[config.mk]
export PLATFORM = sky130hd
export DESIGN_NAME = accel_interconnect
export DESIGN_NICKNAME = d
export VERILOG_FILES = /design/src/rtl/accel_pkg.sv /design/src/rtl/accel_event_ctrl.sv /design/src/rtl/accel_interconnect.sv
export SDC_FILE = /design/constraint.sdc
export NUM_CORES = 1
export LEC_CHECK = 0
export CAP_MARGIN = 20
export CORE_MARGIN = 5
export CORE_UTILIZATION = 33
export CTS_CLUSTER_DIAMETER = 30
export DETAILED_ROUTE_END_ITERATION = 12
export PLACE_DENSITY = 0.82
export SYNTH_ARGS = -nofsm -noshare
export SYNTH_HDL_FRONTEND = slang
export SYNTH_SLANG_ARGS = --single-unit
[constraint.sdc]
create_clock -name clk -period 2.5 [get_ports clk]
set_input_delay 0.5 -clock clk [delete_from_list [all_inputs] [get_ports clk]]
set_output_delay 0.5 -clock clk [all_outputs]
set_load 0.1 [all_outputs]
[src/rtl/accel_pkg.sv]
// Shared ids and helpers for the accelerator interconnect and its event controller.
// Latency: n/a (types, constants and constant functions only).
// Backpressure: n/a.
package accel_pkg;

  // Well-known slave slots on the accelerator port. Slot 0 is the internal
  // event controller; the rest are external adapters.
  typedef enum logic [3:0] {
    ACCEL_ID_EVENT    = 4'd0,
    ACCEL_ID_LINE     = 4'd1,
    ACCEL_ID_FILL     = 4'd2,
    ACCEL_ID_SYMBOL   = 4'd3,
    ACCEL_ID_KEYBOARD = 4'd4,
    ACCEL_ID_ALU      = 4'd5,
    ACCEL_ID_SM       = 4'd6,
    ACCEL_ID_FIFO     = 4'd7
  } accel_id_e;

  // Event read data carries a valid flag in its top bit.
  function automatic int unsigned evt_valid_bit(input int unsigned data_width);
    return data_width - 1;
  endfunction

  // Width of an index into n lines (at least one bit).
  function automatic int unsigned idx_width(input int unsigned n);
    return (n > 1) ? $clog2(n) : 1;
  endfunction

endpackage

[src/rtl/accel_event_ctrl.sv]
// Event controller in slot 0: latched, maskable event lines with a lowest-index priority encoder.
// Latency: read data/can_read are combinational from the registers; set/clear/mask updates land on the next clk edge.
// Backpressure: can_read low when no unmasked event is pending; writes are always accepted.
//
// Ports:
//   clk, rst_n        clock, asynchronous active-low reset
//   event_i           single-cycle event pulses, one per line
//   rd_req_i          CPU read on slot 0 (qualified here by can_read)
//   wr_req_i          CPU write on slot 0; loads mask from mask_wr_i
//   mask_wr_i         new mask value
//   can_read_o        an unmasked event is pending
//   read_data_o       {valid, zero pad, lowest pending unmasked index}, 0 when none
module accel_event_ctrl
  import accel_pkg::*;
#(
  parameter int unsigned NUM_EVENTS = 4,
  parameter int unsigned DATA_WIDTH = 16,
  parameter int unsigned EVENT_INIT = 1
) (
  input  logic                  clk,
  input  logic                  rst_n,
  input  logic [NUM_EVENTS-1:0] event_i,
  input  logic                  rd_req_i,
  input  logic                  wr_req_i,
  input  logic [NUM_EVENTS-1:0] mask_wr_i,
  output logic                  can_read_o,
  output logic [DATA_WIDTH-1:0] read_data_o
);

  localparam int unsigned IDX_W   = idx_width(NUM_EVENTS);
  localparam int unsigned VLD_BIT = evt_valid_bit(DATA_WIDTH);
  localparam logic [NUM_EVENTS-1:0] INIT_VEC = NUM_EVENTS'(EVENT_INIT);

  logic [NUM_EVENTS-1:0] pending_q, pending_d;
  logic [NUM_EVENTS-1:0] mask_q, mask_d;
  logic [NUM_EVENTS-1:0] active;
  logic [NUM_EVENTS-1:0] lowest;
  logic [NUM_EVENTS-1:0] clr;
  logic [IDX_W-1:0]      idx;
  logic                  any;

  always_comb begin
    active = pending_q & mask_q;
    any    = |active;

    // Scan high to low so the lowest set bit is the last one written.
    idx = '0;
    for (int k = NUM_EVENTS - 1; k >= 0; k--) begin
      if (active[k]) idx = IDX_W'(k);
    end

    // Isolate the lowest set bit: the one a read consumes.
    lowest = active & (~active + NUM_EVENTS'(1));
    clr    = rd_req_i ? lowest : '0;

    // OR the new events in after the clear so a coincident set wins.
    pending_d = (pending_q & ~clr) | event_i;
    mask_d    = wr_req_i ? mask_wr_i : mask_q;

    read_data_o = '0;
    if (any) begin
      read_data_o[VLD_BIT]     = 1'b1;
      read_data_o[IDX_W-1:0]   = idx;
    end
    can_read_o = any;
  end

  always_ff @(posedge clk or negedge rst_n) begin
    if (!rst_n) begin
      pending_q <= INIT_VEC;
      mask_q    <= '1;
    end else begin
      pending_q <= pending_d;
      mask_q    <= mask_d;
    end
  end

endmodule

[src/rtl/accel_interconnect.sv]
// Accelerator interconnect: decodes accel_id, muxes slave ready/data to the CPU, gates strobes, hosts the event controller and a stall watchdog.
// Latency: data path zero-cycle combinational; stall_irq/stall_id registered (one cycle after the limit-reaching wait cycle).
// Backpressure: the selected slave's can_read/can_write pass straight through; strobes reach a slave only when it is ready.
//
// Ports:
//   clk, rst_n                          clock, asynchronous active-low reset
//   accel_id                            CPU-selected slave slot
//   accel_read_enable/write_enable      CPU transfer strobes
//   accel_write_data                    CPU write data (broadcast on slv_write_data)
//   accel_wait                          CPU stalled on an accelerator op this cycle
//   accel_can_read/can_write/read_data  selected slave status and data back to the CPU
//   slv_can_read/can_write/read_data    per-slave status and data (slot 0 ignored)
//   slv_read_enable/write_enable        gated per-slave strobes (bit 0 tied low)
//   event_in                            event pulses into the slot-0 controller
//   stall_irq, stall_id                 watchdog pulse and the id that stalled
module accel_interconnect
  import accel_pkg::*;
#(
  parameter int unsigned NUM_ACCELS  = 8,
  parameter int unsigned ID_WIDTH    = 4,
  parameter int unsigned DATA_WIDTH  = 16,
  parameter int unsigned NUM_EVENTS  = 4,
  parameter int unsigned EVENT_INIT  = 1,
  parameter int unsigned STALL_LIMIT = 1024
) (
  input  logic                             clk,
  input  logic                             rst_n,
  input  logic [ID_WIDTH-1:0]              accel_id,
  input  logic                             accel_read_enable,
  input  logic                             accel_write_enable,
  input  logic [DATA_WIDTH-1:0]            accel_write_data,
  input  logic                             accel_wait,
  output logic                             accel_can_read,
  output logic                             accel_can_write,
  output logic [DATA_WIDTH-1:0]            accel_read_data,
  input  logic [NUM_ACCELS-1:0]            slv_can_read,
  input  logic [NUM_ACCELS-1:0]            slv_can_write,
  input  logic [NUM_ACCELS*DATA_WIDTH-1:0] slv_read_data,
  output logic [NUM_ACCELS-1:0]            slv_read_enable,
  output logic [NUM_ACCELS-1:0]            slv_write_enable,
  output logic [DATA_WIDTH-1:0]            slv_write_data,
  input  logic [NUM_EVENTS-1:0]            event_in,
  output logic                             stall_irq,
  output logic [ID_WIDTH-1:0]              stall_id
);

  localparam int unsigned CNT_W = $clog2(STALL_LIMIT + 1);
  localparam logic [CNT_W-1:0] CNT_FIRE = CNT_W'(STALL_LIMIT - 1);
  localparam logic [CNT_W-1:0] CNT_SAT  = CNT_W'(STALL_LIMIT);

  // ---------------------------------------------------------------------------
  // Slot 0: event controller
  // ---------------------------------------------------------------------------
  logic                  evt_sel;
  logic                  evt_can_read;
  logic [DATA_WIDTH-1:0] evt_read_data;

  assign evt_sel = (accel_id == ID_WIDTH'(ACCEL_ID_EVENT));

  accel_event_ctrl #(
    .NUM_EVENTS (NUM_EVENTS),
    .DATA_WIDTH (DATA_WIDTH),
    .EVENT_INIT (EVENT_INIT)
  ) u_event_ctrl (
    .clk         (clk),
    .rst_n       (rst_n),
    .event_i     (event_in),
    .rd_req_i    (evt_sel & accel_read_enable),
    .wr_req_i    (evt_sel & accel_write_enable),
    .mask_wr_i   (accel_write_data[NUM_EVENTS-1:0]),
    .can_read_o  (evt_can_read),
    .read_data_o (evt_read_data)
  );

  // ---------------------------------------------------------------------------
  // Decode and mux. Ids at or beyond NUM_ACCELS match nothing and fall
  // through to the all-zero defaults.
  // ---------------------------------------------------------------------------
  always_comb begin
    accel_can_read   = 1'b0;
    accel_can_write  = 1'b0;
    accel_read_data  = '0;
    slv_read_enable  = '0;
    slv_write_enable = '0;

    if (evt_sel) begin
      accel_can_read  = evt_can_read;
      accel_can_write = 1'b1;
      accel_read_data = evt_read_data;
    end

    for (int i = 1; i < NUM_ACCELS; i++) begin
      if (accel_id == ID_WIDTH'(i)) begin
        accel_can_read      = slv_can_read[i];
        accel_can_write     = slv_can_write[i];
        accel_read_data     = slv_read_data[i*DATA_WIDTH +: DATA_WIDTH];
        // A slave only sees a strobe for a transfer it is ready to accept.
        slv_read_enable[i]  = accel_read_enable & slv_can_read[i];
        slv_write_enable[i] = accel_write_enable & slv_can_write[i];
      end
    end
  end

  assign slv_write_data = accel_write_data;

  // Slot 0 of the slave-side inputs belongs to the internal controller.
  logic unused_slot0;
  assign unused_slot0 = ^{slv_can_read[0], slv_can_write[0], slv_read_data[DATA_WIDTH-1:0]};

  // ---------------------------------------------------------------------------
  // Stall watchdog. A wait cycle only extends the run if the id matches the
  // previous cycle's id, so a wait cycle on a freshly changed id restarts the
  // count from zero rather than counting as the first cycle of the run.
  // The counter saturates one past the fire point so the pulse cannot repeat
  // until the run is broken.
  // ---------------------------------------------------------------------------
  logic [ID_WIDTH-1:0] prev_id_q;
  logic [CNT_W-1:0]    cnt_q, cnt_d;
  logic                stall_irq_q, stall_irq_d;
  logic [ID_WIDTH-1:0] stall_id_q, stall_id_d;
  logic                stall_run;

  always_comb begin
    stall_run = accel_wait & (accel_id == prev_id_q);

    if (!stall_run)            cnt_d = '0;
    else if (cnt_q == CNT_SAT) cnt_d = cnt_q;
    else                       cnt_d = cnt_q + CNT_W'(1);

    stall_irq_d = stall_run & (cnt_q == CNT_FIRE);
    stall_id_d  = stall_irq_d ? accel_id : stall_id_q;
  end

  always_ff @(posedge clk or negedge rst_n) begin
    if (!rst_n) begin
      prev_id_q   <= '0;
      cnt_q       <= '0;
      stall_irq_q <= 1'b0;
      stall_id_q  <= '0;
    end else begin
      prev_id_q   <= accel_id;
      cnt_q       <= cnt_d;
      stall_irq_q <= stall_irq_d;
      stall_id_q  <= stall_id_d;
    end
  end

  assign stall_irq = stall_irq_q;
  assign stall_id  = stall_id_q;

endmodule

==> impl_metrics.yaml <==
run_status:
  run_status: "finished, violations left"
  violations: "negative setup slack"
layout:
  layout.nets: 722
  drive_gt1_share_pct: 30.6
  final_cells: 651
  diodes: 0
  fillers: 642
  syn_to_final_growth_pct: 102
global_route:
  grt_start_max_net_pins: 29
  grt_pass1_wl_mm: 18.3
  overflow: 0
  grtUsageTotal_pct: 22.1
  grt_pass1_vias: 3733
  antenna_found_initial: 0
floorplanning:
  num_io_pins: 228
  fp.dieH_um: 102
  rows: 33
  coreArea_mm2: 0.00822
  fp.dieW_um: 102
  dieArea_mm2: 0.0103
  initial_core_util_pct: 33.7
route:
  postRouteAntennaNets: 0
  viasPerCell: 5.37
  dr.pass1.iters: 4
  vias: 3497
  drc: 0
  wirelength_mm: 12.1
  drt-wirelength-per-cell_um: 18.6
  first_iter_violations: 117
cts:
  htreeDepth: 1
  clock_latency_ns: 0.27
  clk_pin_slew_ns: 0.09
  cts_inserted_buffers: 3
  cts_tree: "yes"
  cts.sinks: 28
  ctsRootBufferMaster: "clkbuf_8"
  ctsLongestPathBuffers: 2
hold_path:
  min_from: "u_event_ctrl.pending_q[1]"
  hold_end: "u_event_ctrl.pending_q[1]"
  hp-class: "flop to flop"
  hold_depth: 1
yosys:
  yosys.cell_types.count: 52
  synth_common_cells: "nor2_1, nand2_1, dfrtp_1"
  synthMuxAreaShare_pct: 11.6
  synth_largest_area_cell: "dfrtp_1"
  synth-seq-area-share_pct: 25.5
  yosys-top-cells-area: "dfrtp_1, nor2_1, mux2_2, nand2_1, buf_4"
  synth_top_family_by_area: "simple AND/OR/NAND/NOR gates"
  synth_enable_flop_cells: 0
  synthCells: 362
  synthAdderAreaFrac_pct: 0.903
  yosysMostFrequentCell: "nor2_1"
  yosys.area_share.simple_pct: 25.4
  synth_compound_gate_area_share_pct: 22.0
  synth_top_area_share_pct: 20.8
  synthFlopType: "dfrtp_1"
  syn_area_per_cell_um2: 7.65
  synth-async-reset-ratio_pct: 100
  synth_warnings: 0
  synth_seq_cells: 28
  synth_xor_area_share_pct: 4.74
  syn_area_mm2: 0.00277
timing:
  grt_setup_unrepaired: "true"
  fmax_mhz: 392
  worst_slew_pin_slew_ns: 0.530
  hold_violations: 0
  fin_worst_skew_ns: 0.00269
  slew_headroom_pct: 64.7
  finalCritPeriodShare_pct: 102
  setup_tns_ns: -0.0491
  slew_viol_final: 0
  fin_crit_ns: 2.55
  fin_ws_ns: -0.0491
  setup_viol: 1
critical_path:
  path_max_fanout: 2
  reg2reg_to: "stall_id[0]"
  worstPathArrival_ns: 2.05
  reg2reg_from: "cnt_q[0]"
  r2r_slack_ns: 0.52
  crit_required_ns: 2.00
  start_kind: "primary input"
  reg2reg_depth: 5
  worstSetupPathType: "primary input to output port"
  endpoint_kind: "output port"
placed_design:
  place_congestion: 0.926
  io_buffers: 183
  dp_hpwl_mm: 10.0
  pre_cts_slack_ns: -0.323
  dpl.cell_count: 645
power:
  power.leakage_uw: 0.00225
  max-vdd-ir-drop_mv: 0.368
  powerDensity_mw_per_mm2: 339
  p_total_uw: 1900
job:
  drv_cap: 0
-- sequential cells by signal, indices dropped and copies added, names as in the netlist --
register,flops
cnt_q,11
prev_id_q,4
stall_id,4
u_event_ctrl.mask_q,4
u_event_ctrl.pending_q,4
stall_irq,1
-- cell usage in the layout, fill, tap and decap left out, types with 5 or more instances in the layout --
cell type / instances
clkdlybuf4s50_1: 138
nor2_1: 51
buf_4: 45
buf_12: 36
nand2_1: 35
dfrtp_1: 23
a21oi_1: 18
mux2_2: 16
o21ai_4: 14
a221oi_1: 11
xor2_1: 11
nand3_1: 10
a211o_1: 10
mux2i_1: 8
nor2b_1: 6
nor2_4: 6
inv_1: 5
a21o_1: 5
o21ai_0: 5
dfstp_2: 5
-- layout make-up --
cell class	instances	area [um2]	area share (%)
Tap cell	105	131	2.35
Inverter	5	18.8	0.336
Timing Repair Buffer	225	2500	44.8
Clock inverter	1	30.0	0.537
Sequential cell	28	707	12.7
Clock buffer	3	41.3	0.739
Multi-Input combinational cell	284	2150	38.6
-- per-stage QoR --
stage	hold WS (ns)	area, um2	utilization, %
floorplan	0.204	3100	-
detailed placement	0.470	5410	65.9
global placement	0.459	5410	65.9
global route	0.515	5590	68.0
CTS	0.491	5540	67.4
finish	0.490	5590	68.0
-- timing repair --
item	in CTS	in global routing
buffers inserted	2	0
gates resized for setup	14	11
hold buffers	0	0
pin swaps	4	6
setup endpoints to repair	25	16
-- power by group --
| part | switching [uW] | internal [uW] | total (uW) |
|---|---|---|---|
| Clock | 133 | 214 | 347 |
| Sequential | 20.5 | 485 | 505 |
| Combinational | 552 | 492 | 1040 |
-- worst max-delay path by stage --
stage	from	endpoint	slack [ns]	depth (start not counted)
finish	accel_id[3]	accel_read_data[1]	-0.05	7
CTS	accel_id[3]	accel_read_data[1]	-0.07	7
floorplan	accel_id[1]	accel_read_data[1]	-0.20	6
detailed placement	accel_id[3]	accel_read_data[1]	-0.32	7
global route	accel_id[3]	accel_read_data[1]	-0.07	7
global placement	accel_id[3]	accel_read_data[1]	-0.29	7
-- kinds of logic after synthesis --
group           Yosys count
simple gates            147
compound gates           90
buf+inv                  51
mux                      28
flops                    28
xor+xnor                 15
fa+ha+maj                 2
other cells               1
-- worst max-delay path: stages --
cell and delay [ns]:
buf_8 0.10, or4_4 0.55, a21oi_4 0.15, a32oi_2 0.13, o22a_1 0.26, o21ai_4 0.17, buf_12 0.19
-- routing by layer --
layer	GRT usage [%]	routed length, um	part of all wire, %	vias up
li1	-	-	-	1646
met1	25.3	4560	38	1669
met2	41.5	6330	52	158
met3	3.51	900	7.4	24
met4	6.95	313	2.6	0
met5	0	0	0	-
Power figures use the tool's default switching activity.
